$ cat config.mk
export PLATFORM = sky130hd
export DESIGN_NAME = uc_prog_loader_flat
export DESIGN_NICKNAME = d
export VERILOG_FILES = /design/src/rtl/uc_prog_loader_if.sv /design/src/rtl/uc_prog_loader.sv /design/src/flat_wrapper.sv
export SDC_FILE = /design/constraint.sdc
export NUM_CORES = 1
export LEC_CHECK = 0
export BUFFER_PORTS_ARGS = -buffer_cell sky130_fd_sc_hd__buf_2
export CAP_MARGIN = 10
export CORE_ASPECT_RATIO = 2
export CORE_MARGIN = 3
export CORE_UTILIZATION = 63
export DETAILED_ROUTE_END_ITERATION = 10
export PLACE_DENSITY = 0.84
export SETUP_SLACK_MARGIN = 0.02
export SYNTH_ARGS = -nofsm -noshare
export SYNTH_HDL_FRONTEND = slang
export SYNTH_SLANG_ARGS = --single-unit
$ cat constraint.sdc
create_clock -name clk -period 5.1 [get_ports clk]
set_clock_uncertainty 0.2 [all_clocks]
set_input_delay 1.02 -clock clk [delete_from_list [all_inputs] [get_ports clk]]
set_output_delay 1.02 -clock clk [all_outputs]
set_load 0.05 [all_outputs]
$ cat src/rtl/uc_prog_loader_if.sv
// Byte-stream receive handshake plus the core memory write port of the program loader.
// master drives bytes and observes writes; slave is the loader itself.
interface uc_prog_loader_if;
  logic       rx_valid;
  logic [7:0] rx_data;
  logic       rx_ready;
  logic [7:0] mem_addr;
  logic       mem_write_en;
  logic [7:0] mem_data;

  modport master (
    output rx_valid,
    output rx_data,
    input  rx_ready,
    input  mem_addr,
    input  mem_write_en,
    input  mem_data
  );

  modport slave (
    input  rx_valid,
    input  rx_data,
    output rx_ready,
    output mem_addr,
    output mem_write_en,
    output mem_data
  );
endinterface

$ cat src/rtl/uc_prog_loader.sv
// Framed program loader (HEADER, LEN, data, CSUM) writing core memory; write strobe 1 cycle after each data byte.
// Accepts one byte per cycle until the image checks out, then deasserts rx_ready and releases the core from reset.
module uc_prog_loader #(
  parameter logic [7:0]  BASE_ADDR = 8'h00,
  parameter logic [7:0]  HEADER    = 8'hA5,
  parameter int unsigned TIMEOUT   = 1000
) (
  input  logic              clk,
  input  logic              arst_n,
  uc_prog_loader_if.slave   bus,
  output logic              core_rst_n,
  output logic              load_done,
  output logic              load_err
);

  typedef enum logic [2:0] {
    S_IDLE,
    S_LEN,
    S_DATA,
    S_CSUM,
    S_DONE,
    S_ERR
  } state_t;

  localparam logic [15:0] TMO_LAST = 16'(TIMEOUT - 1);

  state_t     state, state_nxt;
  logic [8:0] cnt, cnt_nxt;
  logic [7:0] idx, idx_nxt;
  logic [7:0] acc, acc_nxt;
  logic [15:0] tcnt, tcnt_nxt;

  logic       rx_ready_q;
  logic [7:0] addr_q, addr_nxt;
  logic [7:0] data_q, data_nxt;
  logic       wen_q, wen_nxt;
  logic       core_rst_q, done_q, err_q;

  logic       hs;
  logic       running;
  logic       tmo_hit;
  logic [7:0] sum8;

  assign hs      = bus.rx_valid && rx_ready_q;
  assign running = (state == S_LEN) || (state == S_DATA) || (state == S_CSUM);
  assign tmo_hit = running && !hs && (tcnt == TMO_LAST);
  assign sum8    = acc + bus.rx_data;

  always_comb begin
    state_nxt = state;
    cnt_nxt   = cnt;
    idx_nxt   = idx;
    acc_nxt   = acc;
    addr_nxt  = addr_q;
    data_nxt  = data_q;
    wen_nxt   = 1'b0;
    tcnt_nxt  = (hs || !running) ? 16'd0 : tcnt + 16'd1;

    case (state)
      S_IDLE, S_ERR: begin
        if (hs && bus.rx_data == HEADER) state_nxt = S_LEN;
      end
      S_LEN: begin
        if (hs) begin
          // a zero length field encodes a full 256-byte image
          cnt_nxt   = (bus.rx_data == 8'h00) ? 9'd256 : {1'b0, bus.rx_data};
          idx_nxt   = 8'h00;
          acc_nxt   = 8'h00;
          state_nxt = S_DATA;
        end
      end
      S_DATA: begin
        if (hs) begin
          wen_nxt  = 1'b1;
          addr_nxt = BASE_ADDR + idx;
          data_nxt = bus.rx_data;
          idx_nxt  = idx + 8'd1;
          acc_nxt  = sum8;
          cnt_nxt  = cnt - 9'd1;
          if (cnt == 9'd1) state_nxt = S_CSUM;
        end
      end
      S_CSUM: begin
        if (hs) state_nxt = (sum8 == 8'h00) ? S_DONE : S_ERR;
      end
      default: ;
    endcase

    // an idle link inside a frame abandons it; writes already issued stay in memory
    if (tmo_hit) state_nxt = S_ERR;
  end

  always_ff @(posedge clk or negedge arst_n) begin
    if (!arst_n) begin
      state      <= S_IDLE;
      cnt        <= '0;
      idx        <= '0;
      acc        <= '0;
      tcnt       <= '0;
      rx_ready_q <= 1'b0;
      addr_q     <= BASE_ADDR;
      data_q     <= '0;
      wen_q      <= 1'b0;
      core_rst_q <= 1'b0;
      done_q     <= 1'b0;
      err_q      <= 1'b0;
    end else begin
      state      <= state_nxt;
      cnt        <= cnt_nxt;
      idx        <= idx_nxt;
      acc        <= acc_nxt;
      tcnt       <= tcnt_nxt;
      rx_ready_q <= (state_nxt != S_DONE);
      addr_q     <= addr_nxt;
      data_q     <= data_nxt;
      wen_q      <= wen_nxt;
      core_rst_q <= (state_nxt == S_DONE);
      done_q     <= (state_nxt == S_DONE);
      err_q      <= (state_nxt == S_ERR);
    end
  end

  assign bus.rx_ready     = rx_ready_q;
  assign bus.mem_addr     = addr_q;
  assign bus.mem_write_en = wen_q;
  assign bus.mem_data     = data_q;
  assign core_rst_n       = core_rst_q;
  assign load_done        = done_q;
  assign load_err         = err_q;

endmodule

$ cat src/flat_wrapper.sv
// flat-port wrapper written by rule: the top's interface ports become plain ports
module uc_prog_loader_flat 
#(
  parameter logic [7:0]  BASE_ADDR = 8'h00,
  parameter logic [7:0]  HEADER    = 8'hA5,
  parameter int unsigned TIMEOUT   = 1000
)
  (clk, arst_n, core_rst_n, load_done, load_err, bus_rx_valid, bus_rx_data, bus_rx_ready, bus_mem_addr, bus_mem_write_en, bus_mem_data);
  uc_prog_loader_if bus_i ();
  input  logic clk;
  input  logic arst_n;
  output logic core_rst_n;
  output logic load_done;
  output logic load_err;
  input wire logic [$bits(bus_i.rx_valid)-1:0] bus_rx_valid;
  input wire logic [$bits(bus_i.rx_data)-1:0] bus_rx_data;
  output wire logic [$bits(bus_i.rx_ready)-1:0] bus_rx_ready;
  output wire logic [$bits(bus_i.mem_addr)-1:0] bus_mem_addr;
  output wire logic [$bits(bus_i.mem_write_en)-1:0] bus_mem_write_en;
  output wire logic [$bits(bus_i.mem_data)-1:0] bus_mem_data;
  assign bus_i.rx_valid = bus_rx_valid;
  assign bus_i.rx_data = bus_rx_data;
  assign bus_rx_ready = bus_i.rx_ready;
  assign bus_mem_addr = bus_i.mem_addr;
  assign bus_mem_write_en = bus_i.mem_write_en;
  assign bus_mem_data = bus_i.mem_data;
  uc_prog_loader #(.BASE_ADDR(BASE_ADDR), .HEADER(HEADER), .TIMEOUT(TIMEOUT)) u_core (.clk(clk), .arst_n(arst_n), .bus(bus_i), .core_rst_n(core_rst_n), .load_done(load_done), .load_err(load_err));
endmodule
==> results of run 1 <==
## worst paths after layout
check / startpoint / end / slack [ns] / cells after the start
max: bus_rx_data[0] / u_core.load_err$_DFF_PN0_ / 2.16 / 9
min: u_core.bus.mem_addr[5]$_DFFE_PN0P_ / u_core.bus.mem_addr[5]$_DFFE_PN0P_ / 0.27 / 2
max reg2reg: u_core.acc[0]$_DFFE_PN0P_ / u_core.load_err$_DFF_PN0_ / 2.58 / 8
min reg2reg: u_core.bus.mem_addr[5]$_DFFE_PN0P_ / u_core.bus.mem_addr[5]$_DFFE_PN0P_ / 0.27 / 2
max in group asynchronous: arst_n / u_core.bus.mem_data[5]$_DFFE_PN0P_ / 3.24 / 2
min in group asynchronous: arst_n / u_core.bus.mem_data[0]$_DFFE_PN0P_ / 0.57 / 1
## power groups by stage
stage / Combinational [uW] / Sequential [uW] / Clock, uW
3_5_place_dp: 670 / 713 / 0
6_report: 675 / 706 / 440
3_3_place_gp: 650 / 706 / 0
2_1_floorplan: 415 / 810 / 0
5_1_grt: 755 / 715 / 467
4_1_cts: 678 / 704 / 452
## cell usage in the layout, fill, tap and decap left out, types with 2 or more instances in the layout
cell type   n
a211o_1     2
a21o_1      2
a21oi_1    13
a22o_1      5
a32o_1      2
and2_1      2
and3_1      6
buf_2      31
buf_4       2
clkbuf_1    2
clkbuf_8   11
clkinv_2    2
dfrtp_1    64
ha_1       11
inv_1       5
inv_2       2
nand2_1    66
nand3_1    18
nand4_1     6
nor2_1     36
nor3_1      7
nor3b_1     3
nor4_1      4
o211ai_1    4
o21a_1      2
o21ai_0    28
o21ai_1     2
o31ai_1     3
or2_2       2
or3_1       6
xnor2_1     6
xor2_1     10
## stage by stage
stage / util / std cells / hold WS, ns / area, um2
after floorplan: - / 356 / 0.2521 / 3311
after global placement: 0.7035 / 432 / 0.2527 / 3486
after detailed placement: 0.7035 / 432 / 0.2578 / 3486
after CTS: 0.7437 / 448 / 0.2725 / 3685
after global routing: 0.7437 / 448 / 0.2924 / 3685
final: 0.7437 / 448 / 0.2670 / 3685
## layer usage
layer	routed length (um)	up-vias	part of all wire
met1	2732	1301	0.37
met4	302	0	0.041
met3	337	23	0.046
li1	-	1318	-
met2	3959	77	0.54
met5	0	-	0
## state kept, by name, summed over array words and instances (netlist names)
signal and count:
u_core.bus.mem_data 8, u_core.idx 8, u_core.acc 8, u_core.tcnt 16, u_core.bus.mem_addr 8, u_core.state 3, u_core.load_err 1, u_core.core_rst_n 1
u_core.cnt 9, u_core.bus.rx_ready 1, u_core.bus.mem_write_en 1
## cell type report
cell class	count	area (um2)
timing repair buffer	33	170.2
sequential	64	1602
fill	387	1270
clock buffer	13	158.9
tap	57	71.32
multi-input combinational	271	1617
inverter	7	26.28
clock inverter	3	40.04
## cells by family (layout without fill, tap and decap cells)
kind of cell | count (synthesis) | count (layout) | synth area share
fa+ha+maj | 12 | 12 | 0.04762
compound gates | 75 | 75 | 0.1519
simple gates | 168 | 168 | 0.2464
buf+inv | 21 | 56 | 0.02797
xor+xnor | 16 | 16 | 0.04233
flops | 64 | 64 | 0.4838
## worst max-delay path, stage by stage
cell and delay [ns]:
buf_2 0.13, ha_1 0.24, fa_1 0.40, a211o_1 0.32
a21o_1 0.18, a222oi_1 0.23, nand3_1 0.13, nor3_2 0.22
nor2_1 0.09
==> flow_metrics.tcl, run 1 <==
set metrics [dict create \
    io_pins 32 \
    dp_slack_ns 1.821 \
    io_buffer_count 31 \
    synth.distinct_cells 55 \
    final_max_slew_viol_count 0 \
    cellPowerDensity_nw_per_um2 494.2 \
    grt_max_degree 37 \
    totalWireLength_um 7332 \
    postCtsResizedCells 0 \
    globalplace.congestion 0.8955 \
    diodes 0 \
    grt_remaining_overflow 0 \
    via_per_inst 6.069 \
    criticalPathCategory "input pin to register" \
    finalSetupTns_ns 0 \
    htreeDepth 3 \
    synth.area.top_cells "dfrtp_1, nand2_1, o21ai_0" \
    clk_latency_ns 0.35 \
    yosysMostFrequentCell "nand2_1" \
    swShare 0.3962 \
    min_path_type "register to register" \
    cts_setup_buffers 0 \
    cts_tree "built" \
    drt_iter0_markers 117 \
    synth.yosys.seq_area_share 0.4837 \
    synth_cells 356 \
    grtUsageMet1 0.2863 \
    period_share 0.5760 \
    hold_buffers 0 \
    p_comb_frac 0.371 \
    synth-seq-cells 64 \
    drc 0 \
    path_max_fanout 5 \
    die_y_um 108.5 \
    place_hpwl_um 5184 \
    grt_pass1_wl_um 12480 \
    netlist.area_leader.share 0.4837 \
    syn2layout_area_growth_pct 11.30 \
    async_reset_ff_frac 1.000 \
    hold_viol 0 \
    setup_violations 0 \
    cts-root-buf "clkbuf_8" \
    crit_arrival_ns 2.96 \
    antenna_found_initial 0 \
    fin_crit_ns 2.938 \
    endpoint_kind "register" \
    ys_warn_count 0 \
    vias 2719 \
    rsz0062_at_grt "no" \
    report.power.total_uw 1821 \
    netlist_area_um2 3311 \
    synth_area_per_cell_um2 9.300 \
    power_frac_seq 0.388 \
    core-area_um2 4955 \
    first_pass_iters 4 \
    syn-num-nets 379 \
    ys.flop_type "dfrtp_1" \
    tightest_slew_ns 0.8273 \
    cts_buffers 9 \
    gr-usage-all-layers 0.2684 \
    outcome "finished, final reports clean" \
    dieArea_um2 6214 \
    die_w_um 57.26 \
    p_switching_uw 721.6 \
    nNetsFinal 409 \
    max_freq_mhz 340.4 \
    routedWlPerCell_um 16.37 \
    cts_sinks 64 \
    met3_usage 0.05854 \
    peakVddDrop_mv 0.4360 \
    slew_headroom 0.4485 \
    power.share.clock 0.242 \
    critPathRequiredTime_ns 5.12 \
    clockBufferDepth 2 \
    met2_usage 0.4779 \
    synth_edf_count 0 \
    synth_top_area_cell "dfrtp_1" \
    antenna_left 0 \
    p_leak_uw 0.001768 \
    drive_above_1_share 0.1586 \
    worst_setup_path_start_kind "input pin" \
    p_int_uw 1100 \
    grt_pass1_vias 2712 \
    start_util 0.6682 \
    drv_cap 0 \
    placementRows 36 \
    clk_pin_slew_ns 0.06 \
    grt_most_used_layer "met2" \
    fin_ws_ns 2.162 \
    synth_common_cells "nand2_1, dfrtp_1, nor2_1" \
]
(Power assumes the default switching activity.)
==> run 2, diff against run 1 <==
--- a/config.mk
+++ b/config.mk
@@ -5,13 +5,14 @@
 export SDC_FILE = /design/constraint.sdc
 export NUM_CORES = 1
 export LEC_CHECK = 0
+export ABC_AREA = 1
 export BUFFER_PORTS_ARGS = -buffer_cell sky130_fd_sc_hd__buf_2
 export CAP_MARGIN = 10
 export CORE_ASPECT_RATIO = 2
 export CORE_MARGIN = 3
-export CORE_UTILIZATION = 63
+export CORE_UTILIZATION = 59
 export DETAILED_ROUTE_END_ITERATION = 10
-export PLACE_DENSITY = 0.84
+export PLACE_DENSITY = 0.79
 export SETUP_SLACK_MARGIN = 0.02
 export SYNTH_ARGS = -nofsm -noshare
 export SYNTH_HDL_FRONTEND = slang
==> constraint.sdc (replaced) <==
create_clock -name clk -period 2.8 [get_ports clk]
set_clock_uncertainty 0.2 [all_clocks]
set_input_delay 0.56 -clock clk [delete_from_list [all_inputs] [get_ports clk]]
set_output_delay 0.56 -clock clk [all_outputs]
set_load 0.05 [all_outputs]
==> run 2 against run 1 <==
  * Worst setup slack lost 1.6 ns
  * Non-clock buffer count grew 1
  * Global-route usage shrank 1.1 points
  * Core utilization shrank 4.2 points
  * Clock-buffer cell count grew 1
  * Critical path depth grew 5
  * Sequential share of layout area shrank 3.5 points
  * Hold slack lost 0.21 ns
  * Sequential power grew 94%
  * Critical path type is now register to register
  * Largest power group unchanged
  * Highest routed layer unchanged
==> flow_metrics.tcl, run 2 <==
set metrics [dict create \
    die_w_um 60.50 \
    cts_setup_buffers 0 \
    hold_buffers 0 \
    multi_input_area_um2 1565 \
    antenna_left 0 \
    routedWlPerCell_um 14.63 \
    whs_ns 0.06044 \
    finalInstanceArea_um2 4008 \
    ys.flop_type "dfrtp_1" \
    synth.distinct_cells 36 \
    cts_buffers 9 \
    synth_area_per_cell_um2 7.823 \
    worst_setup_path_start_kind "register" \
    ff_latch_area_um2 1602 \
    synth.area.top_cells "dfrtp_1, nand2_1, inv_1" \
    final_max_slew_viol_count 0 \
    syn2layout_area_growth_pct 14.35 \
    nNetsFinal 505 \
    synth_top_area_cell "dfrtp_1" \
    cellPowerDensity_nw_per_um2 965.1 \
    top_register "u_core.tcnt" \
    min_path_type "input pin to async pin" \
    path_max_fanout 3 \
    outcome "finished, final reports clean" \
    dieArea_um2 6957 \
    synth_common_cells "nand2_1, inv_1, dfrtp_1" \
    drive_above_1_share 0.1314 \
    async_reset_ff_frac 1.000 \
    top_regs "u_core.tcnt: 16 flops, u_core.cnt: 9 flops" \
    grt_max_degree 48 \
    grt_pass1_wl_um 13170 \
    diodes 0 \
    synth_cells 448 \
    drv_cap 0 \
    placementRows 39 \
    core-area_um2 5709 \
    max_freq_mhz 455.0 \
    postCtsResizedCells 0 \
    clk_pin_slew_ns 0.05 \
    die_y_um 115.0 \
    netlist.area_leader.share 0.4570 \
    drc 0 \
    grt_remaining_overflow 0 \
    place_hpwl_um 5901 \
    netlist_area_um2 3505 \
    io_pins 32 \
    tightest_slew_ns 0.6634 \
    start_util 0.6139 \
    clk_latency_ns 0.33 \
    largest_reg_flops 16 \
    hold_viol 0 \
    peakVddDrop_mv 1.030 \
    finalSetupTns_ns 0 \
    endpoint_kind "register" \
    fin_crit_ns 2.198 \
    totalWireLength_um 8015 \
    period_share 0.7848 \
    yosysMostFrequentCell "nand2_1" \
    gr-usage-all-layers 0.2578 \
    rsz0062_at_grt "no" \
    clockBufferDepth 2 \
    dpl_cell_area_um2 3689 \
    final_common_cell "nand2_1" \
    crit_arrival_ns 2.21 \
    n_fill_cell 493 \
    first_pass_iters 4 \
    place_inst 532 \
    setup_violations 0 \
    critPathRequiredTime_ns 2.82 \
    mostFrequentLayoutCells "nand2_1, inv_1, dfrtp_1" \
    syn-num-nets 471 \
    antenna_found_initial 0 \
    via_per_inst 5.575 \
    cts-root-buf "clkbuf_16" \
    cts_tree "built" \
    slew_headroom 0.5577 \
    globalplace.congestion 0.8750 \
    synth.yosys.seq_area_share 0.4570 \
    grt_pass1_vias 3028 \
    synth_edf_count 0 \
    p_leak_uw 0.002139 \
    vias 3055 \
    drt_iter0_markers 116 \
    cts_sinks 64 \
    criticalPathCategory "register to register" \
    htreeDepth 3 \
    io_buffer_count 31 \
    fin_cells 548 \
    synth-seq-cells 64 \
    ys_warn_count 0 \
]
-- run 2: cell count changes after synthesis, moves of 5 or more --
cell / previous run / this run
and3_1: 6 / 0
buf_2: 8 / 3
inv_1: 5 / 65
nand2_1: 66 / 112
nand3_1: 18 / 40
o21ai_0: 28 / 35
o21ai_1: 2 / 12
or3_1: 6 / 0
xor2_1: 10 / 4
-- run 2: kinds of logic (layout without fill, tap and decap cells) --
logic type      after synthesis  count (layout)  share of synthesized area
buf+inv                      79             118                    0.09639
xor+xnor                      6               6                    0.01499
compound gates               72              72                     0.1110
fa+ha+maj                    12              12                    0.04498
flops                        64              64                     0.4570
simple gates                215             215                     0.2756
-- run 2: cell type report --
class | count | share of cell area
timing repair buffer | 34 | 0.04746
clock inverter | 2 | 0.008742
inverter | 68 | 0.06369
clock buffer | 14 | 0.07087
tap | 61 | 0.01904
multi-input combinational | 305 | 0.3906
sequential | 64 | 0.3996
-- run 2: path summary, 6_finish.rpt --
kind / from / end / slack [ns] / cells after the start
worst min-delay path: arst_n / u_core.idx[4]$_DFFE_PN0P_ / 0.06 / 1
min in group clk: u_core.tcnt[0]$_DFF_PN0_ / u_core.tcnt[0]$_DFF_PN0_ / 0.26 / 1
worst max-delay path: u_core.acc[0]$_DFFE_PN0P_ / u_core.bus.rx_ready$_DFF_PN0_ / 0.60 / 14
worst max register to register: u_core.acc[0]$_DFFE_PN0P_ / u_core.bus.rx_ready$_DFF_PN0_ / 0.60 / 14
max in group asynchronous: arst_n / u_core.tcnt[2]$_DFF_PN0_ / 1.71 / 2
worst min register to register: u_core.tcnt[0]$_DFF_PN0_ / u_core.tcnt[0]$_DFF_PN0_ / 0.26 / 1
-- run 2: critical path, cell delays in order (launching register included) --
cell and delay, ns:
dfrtp_1 0.38, ha_1 0.22, fa_1 0.43, nand2_1 0.09
nand2_1 0.07, nand3_1 0.09, nand2_1 0.05, nand2_1 0.05
nand2_1 0.06, nor2_1 0.11, nand2_1 0.06, nand2_1 0.09
nand2_1 0.06, nor2_1 0.08, nand2_1 0.05
-- run 2: power breakdown --
part           switching (uW)  internal [uW]
logic                     935            404
clock network             378            784
registers                 194           1170
total                    1510           2360
-- run 2: metrics by stage --
step | total power (uW) | setup slack [ns] | utilization
3_3_place_gp | 2655 | 0.3462 | 0.6461
3_5_place_dp | 2706 | 0.3006 | 0.6461
6_report | 3868 | 0.6024 | 0.7020
4_1_cts | 3893 | 0.6157 | 0.7020
5_1_grt | 4109 | 0.4331 | 0.7020
2_1_floorplan | 2385 | 0.5642 | -
-- run 2: layer usage --
layer  global-route usage  vias to the layer above  share of wire  wire length (um)
met4               0.1520                        0          0.046               366
met2               0.4595                       74           0.56              4453
met3              0.05618                       23          0.033               264
li1                     -                     1510              -                 -
met5                    0                        -              0                 0
met1               0.2622                     1448           0.37              2930
